### src/rtl/id_pkg.sv
// Shared encodings for the decode stage: MIPS opcode/funct values, ALU operations and
// the control bundle carried through ID/EX.
package id_pkg;

  localparam logic [5:0] OpRtype = 6'h00;
  localparam logic [5:0] OpJ     = 6'h02;
  localparam logic [5:0] OpBeq   = 6'h04;
  localparam logic [5:0] OpAddi  = 6'h08;
  localparam logic [5:0] OpAndi  = 6'h0C;
  localparam logic [5:0] OpOri   = 6'h0D;
  localparam logic [5:0] OpLw    = 6'h23;
  localparam logic [5:0] OpSw    = 6'h2B;

  localparam logic [5:0] FnAdd = 6'h20;
  localparam logic [5:0] FnSub = 6'h22;
  localparam logic [5:0] FnAnd = 6'h24;
  localparam logic [5:0] FnOr  = 6'h25;
  localparam logic [5:0] FnSlt = 6'h2A;

  typedef enum logic [2:0] {
    AluAdd = 3'd0,
    AluSub = 3'd1,
    AluAnd = 3'd2,
    AluOr  = 3'd3,
    AluSlt = 3'd4
  } alu_op_e;

  typedef struct packed {
    logic    reg_write;
    logic    reg_dst;     // 1: write rd, 0: write rt
    logic    alu_src;     // 1: second ALU operand is the immediate
    alu_op_e alu_op;
    logic    mem_read;
    logic    mem_write;
    logic    mem_to_reg;
    logic    branch;
    logic    jump;
  } ctrl_t;

endpackage

### src/rtl/regfile.sv
// Architectural register file: two read ports, one write port, write-through bypass
// and synchronous clear. Register 0 reads as zero and ignores writes.
module regfile #(
  parameter int unsigned DATA_W = 32,
  parameter int unsigned NREGS  = 32,
  localparam int unsigned REG_AW = $clog2(NREGS)
) (
  input  logic              clk,
  input  logic              rst_n,
  input  logic              we_i,
  input  logic [REG_AW-1:0] waddr_i,
  input  logic [DATA_W-1:0] wdata_i,
  input  logic [REG_AW-1:0] raddr_a_i,
  input  logic [REG_AW-1:0] raddr_b_i,
  output logic [DATA_W-1:0] rdata_a_o,
  output logic [DATA_W-1:0] rdata_b_o
);

  logic [DATA_W-1:0] mem_q [NREGS];

  always_ff @(posedge clk) begin
    if (!rst_n) begin
      for (int i = 0; i < int'(NREGS); i++) begin
        mem_q[i] <= '0;
      end
    end else if (we_i && (waddr_i != '0)) begin
      mem_q[waddr_i] <= wdata_i;
    end
  end

  always_comb begin
    rdata_a_o = mem_q[raddr_a_i];
    if (raddr_a_i == '0) begin
      rdata_a_o = '0;
    end else if (we_i && (waddr_i == raddr_a_i)) begin
      rdata_a_o = wdata_i;
    end
  end

  always_comb begin
    rdata_b_o = mem_q[raddr_b_i];
    if (raddr_b_i == '0) begin
      rdata_b_o = '0;
    end else if (we_i && (waddr_i == raddr_b_i)) begin
      rdata_b_o = wdata_i;
    end
  end

endmodule

### src/rtl/id_stage.sv
// MIPS R2000 instruction-decode stage: register read, control decode, immediate
// extension, load-use hazard detection and the ID/EX pipeline register.
module id_stage
  import id_pkg::*;
#(
  parameter int unsigned DATA_W = 32,
  parameter int unsigned NREGS  = 32,
  localparam int unsigned REG_AW = $clog2(NREGS)
) (
  input  logic              clk,
  input  logic              rst_n,
  input  logic [31:0]       inst_in,
  input  logic [DATA_W-1:0] pc_in,
  input  logic              valid_in,
  input  logic              flush_in,
  input  logic              wb_we_in,
  input  logic [REG_AW-1:0] wb_addr_in,
  input  logic [DATA_W-1:0] wb_data_in,
  input  logic              ex_memread_in,
  input  logic [REG_AW-1:0] ex_rt_in,
  output logic              stall_out,
  output logic [DATA_W-1:0] rs_data_out,
  output logic [DATA_W-1:0] rt_data_out,
  output logic [DATA_W-1:0] imm_out,
  output logic [DATA_W-1:0] pc_out,
  output logic [REG_AW-1:0] rs_out,
  output logic [REG_AW-1:0] rt_out,
  output logic [REG_AW-1:0] rd_out,
  output ctrl_t             ctrl_out,
  output logic              valid_out,
  output logic              illegal_out
);

  logic [5:0]        opcode;
  logic [5:0]        funct;
  logic [15:0]       imm16;
  logic [REG_AW-1:0] rs, rt, rd;

  assign opcode = inst_in[31:26];
  assign funct  = inst_in[5:0];
  assign imm16  = inst_in[15:0];
  assign rs     = inst_in[21 +: REG_AW];
  assign rt     = inst_in[16 +: REG_AW];
  assign rd     = inst_in[11 +: REG_AW];

  // Shamt, jump target and register-field bits above REG_AW are not consumed here.
  logic unused_fields;
  assign unused_fields = ^inst_in[25:6];

  logic [DATA_W-1:0] rs_data, rt_data;

  regfile #(
    .DATA_W (DATA_W),
    .NREGS  (NREGS)
  ) u_regfile (
    .clk       (clk),
    .rst_n     (rst_n),
    .we_i      (wb_we_in),
    .waddr_i   (wb_addr_in),
    .wdata_i   (wb_data_in),
    .raddr_a_i (rs),
    .raddr_b_i (rt),
    .rdata_a_o (rs_data),
    .rdata_b_o (rt_data)
  );

  ctrl_t ctrl_dec;
  logic  illegal_dec;
  logic  zero_ext;
  logic  reads_rt;

  always_comb begin
    ctrl_dec    = '0;
    illegal_dec = 1'b0;
    zero_ext    = 1'b0;
    reads_rt    = 1'b0;
    case (opcode)
      OpRtype: begin
        reads_rt           = 1'b1;
        ctrl_dec.reg_write = 1'b1;
        ctrl_dec.reg_dst   = 1'b1;
        case (funct)
          FnAdd:   ctrl_dec.alu_op = AluAdd;
          FnSub:   ctrl_dec.alu_op = AluSub;
          FnAnd:   ctrl_dec.alu_op = AluAnd;
          FnOr:    ctrl_dec.alu_op = AluOr;
          FnSlt:   ctrl_dec.alu_op = AluSlt;
          default: begin
            ctrl_dec    = '0;
            illegal_dec = 1'b1;
          end
        endcase
      end
      OpAddi: begin
        ctrl_dec.reg_write = 1'b1;
        ctrl_dec.alu_src   = 1'b1;
        ctrl_dec.alu_op    = AluAdd;
      end
      OpLw: begin
        ctrl_dec.reg_write  = 1'b1;
        ctrl_dec.alu_src    = 1'b1;
        ctrl_dec.alu_op     = AluAdd;
        ctrl_dec.mem_read   = 1'b1;
        ctrl_dec.mem_to_reg = 1'b1;
      end
      OpSw: begin
        reads_rt           = 1'b1;
        ctrl_dec.alu_src   = 1'b1;
        ctrl_dec.alu_op    = AluAdd;
        ctrl_dec.mem_write = 1'b1;
      end
      OpBeq: begin
        reads_rt        = 1'b1;
        ctrl_dec.alu_op = AluSub;
        ctrl_dec.branch = 1'b1;
      end
      OpJ: begin
        ctrl_dec.jump = 1'b1;
      end
      OpAndi: begin
        zero_ext           = 1'b1;
        ctrl_dec.reg_write = 1'b1;
        ctrl_dec.alu_src   = 1'b1;
        ctrl_dec.alu_op    = AluAnd;
      end
      OpOri: begin
        zero_ext           = 1'b1;
        ctrl_dec.reg_write = 1'b1;
        ctrl_dec.alu_src   = 1'b1;
        ctrl_dec.alu_op    = AluOr;
      end
      default: begin
        illegal_dec = 1'b1;
      end
    endcase
  end

  logic [DATA_W-1:0] imm_ext;
  assign imm_ext = zero_ext ? DATA_W'(imm16) : DATA_W'($signed(imm16));

  // Load in EX writes a register this instruction reads: hold one cycle.
  assign stall_out = valid_in && ex_memread_in && (ex_rt_in != '0) &&
                     ((ex_rt_in == rs) || (reads_rt && (ex_rt_in == rt)));

  logic [DATA_W-1:0] rs_data_q, rt_data_q, imm_q, pc_q;
  logic [REG_AW-1:0] rs_q, rt_q, rd_q;
  ctrl_t             ctrl_q;
  logic              valid_q, illegal_q;

  always_ff @(posedge clk) begin
    if (!rst_n) begin
      rs_data_q <= '0;
      rt_data_q <= '0;
      imm_q     <= '0;
      pc_q      <= '0;
      rs_q      <= '0;
      rt_q      <= '0;
      rd_q      <= '0;
      ctrl_q    <= '0;
      valid_q   <= 1'b0;
      illegal_q <= 1'b0;
    end else begin
      rs_data_q <= rs_data;
      rt_data_q <= rt_data;
      imm_q     <= imm_ext;
      pc_q      <= pc_in;
      rs_q      <= rs;
      rt_q      <= rt;
      rd_q      <= rd;
      if (flush_in || stall_out) begin
        ctrl_q    <= '0;
        valid_q   <= 1'b0;
        illegal_q <= 1'b0;
      end else begin
        ctrl_q    <= ctrl_dec;
        valid_q   <= valid_in;
        illegal_q <= illegal_dec;
      end
    end
  end

  assign rs_data_out = rs_data_q;
  assign rt_data_out = rt_data_q;
  assign imm_out     = imm_q;
  assign pc_out      = pc_q;
  assign rs_out      = rs_q;
  assign rt_out      = rt_q;
  assign rd_out      = rd_q;
  assign ctrl_out    = ctrl_q;
  assign valid_out   = valid_q;
  assign illegal_out = illegal_q;

endmodule

### config.mk
export PLATFORM = sky130hd
export DESIGN_NAME = id_stage
export DESIGN_NICKNAME = d
export VERILOG_FILES = /design/src/rtl/id_pkg.sv /design/src/rtl/regfile.sv /design/src/rtl/id_stage.sv
export SDC_FILE = /design/constraint.sdc
export NUM_CORES = 2
export LEC_CHECK = 0
export CAP_MARGIN = 30
export CORE_MARGIN = 2
export CORE_UTILIZATION = 35
export DETAILED_ROUTE_END_ITERATION = 10
export PLACE_DENSITY = 0.47
export SLEW_MARGIN = 10
export SYNTH_ARGS = -nofsm -noshare
export SYNTH_HDL_FRONTEND = slang
export SYNTH_HIERARCHICAL = 1
export SYNTH_SLANG_ARGS = --single-unit
### constraint.sdc
create_clock -name clk -period 9.1 [get_ports clk]
set_clock_uncertainty 0.1 [all_clocks]
set_input_delay 1.82 -clock clk [delete_from_list [all_inputs] [get_ports clk]]
set_output_delay 1.82 -clock clk [all_outputs]
set_load 0.005 [all_outputs]
==> impl_summary.txt <==
----------------------------------------------------
[Clocking]
  Postcts setup bufs ... 0
  Clock insertion delay at the later pin of the skew report ... 0.80 ns
  TritonCTS clock tree ... yes
  Num CTS Buffers ... 138
  Maximum root-to-sink buffer count ... 3
  CTS sink count ... 1159
  CTS hold repair buffers ... 0
  Depth of the CTS H-tree ... 4
  Number of instances resized during post-cts repair ... 0
  CTS root buf ... clkbuf_16
  Register clock-pin slew on the reported worst setup and hold paths ... 0.06 ns

[Worst setup path]
  Nature of the critical path endpoint ... output port
  Critical-path top delay cell ... clkdlybuf4s50_1
  Crit-path max FO ... 7
  Crit path kind ... primary input to output port
  Longest individual stage delay on the worst path ... 0.59 ns
  Category of the worst setup path launch point ... primary input
  Critical path data arrival time ... 3.95 ns
  Data required time at the worst endpoint ... 7.18 ns
  Crit-path most repeated cell ... clkdlybuf4s50_1
  Critical-path cell list ... clkdlybuf4s50_1, nand4b_1, o2bb2a_2, nor4b_4, or2_1, clkdlybuf4s50_1

[Die]
  I/O pin count ... 269
  Core region area ... 0.169 mm^2
  Initial Utilization ... 35.1%
  Rows ... 151
  Die Width ... 416 um
  Die Span Y ... 416 um
  Total Die Area ... 0.173 mm^2

[Global route]
  Via count of the first global-routing pass ... 39300
  GRT Total Usage ... 27.8%
  Largest net degree at the start of global routing ... 84
  First-pass GRT wire length ... 334000 um
  Overflow left after global routing ... 0
  Initial antenna violation count ... 24

[Timing]
  Final TNS setup ... 0 ns
  Final Critical Period ... 5.87 ns
  Tightest Pin Transition ... 1.06 ns
  Final number of hold-violating endpoints ... 0
  Setup repair after global routing missed its margin ... false
  Top achievable clock speed ... 170 MHz
  Share of the clock period used by the worst path ... 64.6%
  Count of final max-slew check failures ... 0
  Number of endpoints failing setup at the final stage ... 0
  Slew Limit Headroom ... 29.5%

[Logic synthesis]
  Yosys warnings ... 6
  Share of the synthesized area in the top cell type ... 51.7%
  Total of flip-flops plus latches after synthesis ... 1159
  Cell accounting for the most synthesized area ... edfxtp_1
  Post-Syn Area per Cell ... 14.2 um^2
  Gate count after technology mapping ... 4197
  Most instantiated flip-flop cell in the synthesis netlist ... edfxtp_1
  Seq/Total Area, Yosys ... 56.3%
  Leading post-synthesis cells by cell area ... edfxtp_1 52%, mux4_2 14%, and2_1 12%
  Post-Syn Area ... 0.0594 mm^2
  Share of flip-flops with an asynchronous set or reset ... 0%
  Synth cell types ... 63
  Number of enable flip-flop cells after synthesis ... 1024

[Pwr]
  Internal power ... 9.95 mW
  Power density of the placed cells ... 193 mW/mm^2
  Switching power ... 3.46 mW
  Clock share of power ... 41.2%
  Logic gate share of total power ... 12.2%
  Fraction of power spent switching nets ... 25.8%
  Sequential share of power ... 46.7%
  Worst supply voltage drop on vdd ... 0.000204 V
  Static leakage power ... 24.1 nW

[Layout]
  Fraction of final layout cells with drive strength greater than 1 ... 21.0%
  Commonest cells after routing, fill and taps aside ... 1115 x and2_1, 1024 x edfxtp_1, 380 x mux4_2
  Number of standard cells in the layout, taps in and fillers out ... 6687
  Area growth, synth to finish ... 17.0%
  Post-layout net count ... 4463
  Footprint of the multi-input gates ... 0.0246 mm^2
  Commonest non-fill, non-tap cell in the layout ... and2_1
  Area taken by flip-flops and latches ... 0.0335 mm^2
  Fillcell total ... 15400

[Route]
  Total length of routed met2 wires ... 116000 um
  Vias after detailed routing ... 39400
  Final routed DRC violation total ... 0
  Wl on met1 ... 98700 um
  First-iteration detailed-routing DRC count ... 4717
  Mean number of vias per cell ... 5.89
  Top routing layer in use ... met5
  Amount of wire on met3 after detailed routing ... 18600 um
  First drt pass iteration count ... 6
  Detailed-route wire length ... 242000 um
  Wire per inst ... 36.2 um
  Number of nets still failing antenna checks after routing ... 0

[Hold path]
  Worst min path class ... register to register

[Placement]
  HPWL after DPL ... 145000 um
  Global placement routability congestion ... 0.860
  I/O Buffers ... 268
  Post-placement cell count ... 6426

[Job]
  Maximum capacitance violations ... 0

[Run status]
  Result of the run ... finished, final reports clean

----------------------------------------------------
-- layout make-up --
cell class	count	area share, %
diodes	8	0.0288
clock buffers	200	5.64
clock inverters	50	0.720
inverters	5	0.0270
multi-input cells	2613	35.4
flip-flops and latches	1159	48.1
well taps	2218	3.99
repair buffers	434	6.05
-- stage by stage --
step                      area (um^2)  utilization, %  setup slack (ns)  hold WS, ns  power [mW]
after floorplan                 59500               -              3.58        0.652        7.20
after global placement          64700            38.2              2.65        0.757        7.96
after detailed placement        65000            38.5              2.65        0.744        7.98
after CTS                       69500            41.1              2.64        0.756        13.5
after global routing            69500            41.1              3.09        0.857        13.8
final                           69500            41.1              3.23        0.781        13.4
-- cells in the mapped netlist, types with 10 or more instances --
library cell and count:
buf_6 23, nand2_1 62, dfxtp_1 135, o221ai_1 39, buf_1 13, nor3_1 25, a22oi_1 87, nor4_1 10
edfxtp_1 1024, mux2i_1 247, buf_2 67, and2_1 1115, a211o_1 11, clkbuf_1 308, mux2_2 83, o22ai_1 79
xnor2_1 18, buf_4 37, and3_1 17, nor2_1 85, a21oi_1 33, mux4_2 380, a2111oi_0 15, a211oi_1 32
a32o_1 32, o21ai_0 89, a31oi_1 25
-- per-layer routing --
metal	up-vias	global-route usage, %
met5	-	0
met4	2	9.85
met3	421	4.76
met2	1984	45.9
met1	20800	37.0
li1	16200	-
-- path summary, 6_finish.rpt --
check                           slack (ns)                     from               to  cells after the start
worst min-delay path                  0.78  u_regfile/mem_q[27][15]  rt_data_out[15]                      5
worst min register to register        0.78  u_regfile/mem_q[27][15]  rt_data_out[15]                      5
worst max-delay path                  3.23              inst_in[26]        stall_out                      6
worst max register to register        6.64   u_regfile/mem_q[12][1]   rt_data_out[1]                      6
-- kinds of logic after synthesis --
group | count (synthesis) | synth area share, %
other | 1 | 0.00631
DFF | 1159 | 56.3
buffers and inverters | 456 | 3.61
and+or+nand+nor | 1377 | 14.0
AOI/OAI and AO/OA | 472 | 5.63
xor gates and xnor gates | 21 | 0.310
muxes | 711 | 20.2
-- sequential cells by signal, summed over array words and instances (netlist names) --
signal	cells
rt_out	5
valid_out	1
rs_out	5
ctrl_out	10
u_regfile/mem_q	1024
pc_out	32
imm_out	17
illegal_out	1
rt_data_out	32
rs_data_out	32
-- power by group through the flow --
| stage | clock network (mW) | logic (mW) | registers [mW] |
|---|---|---|---|
| final | 5.52 | 1.63 | 6.25 |
| after global routing | 5.81 | 1.69 | 6.29 |
| after CTS | 5.61 | 1.62 | 6.26 |
| after detailed placement | 0 | 1.61 | 6.36 |
| after global placement | 0 | 1.60 | 6.36 |
| after floorplan | 0 | 0.896 | 6.30 |
-- critical path, delay by kind of cell --
kind                   cells  cell delay, ns
buffers and inverters      2            1.08
AND/OR/NAND/NOR            3            0.71
AO/OA/AOI/OAI              1            0.34
(Power assumes the default switching activity.)
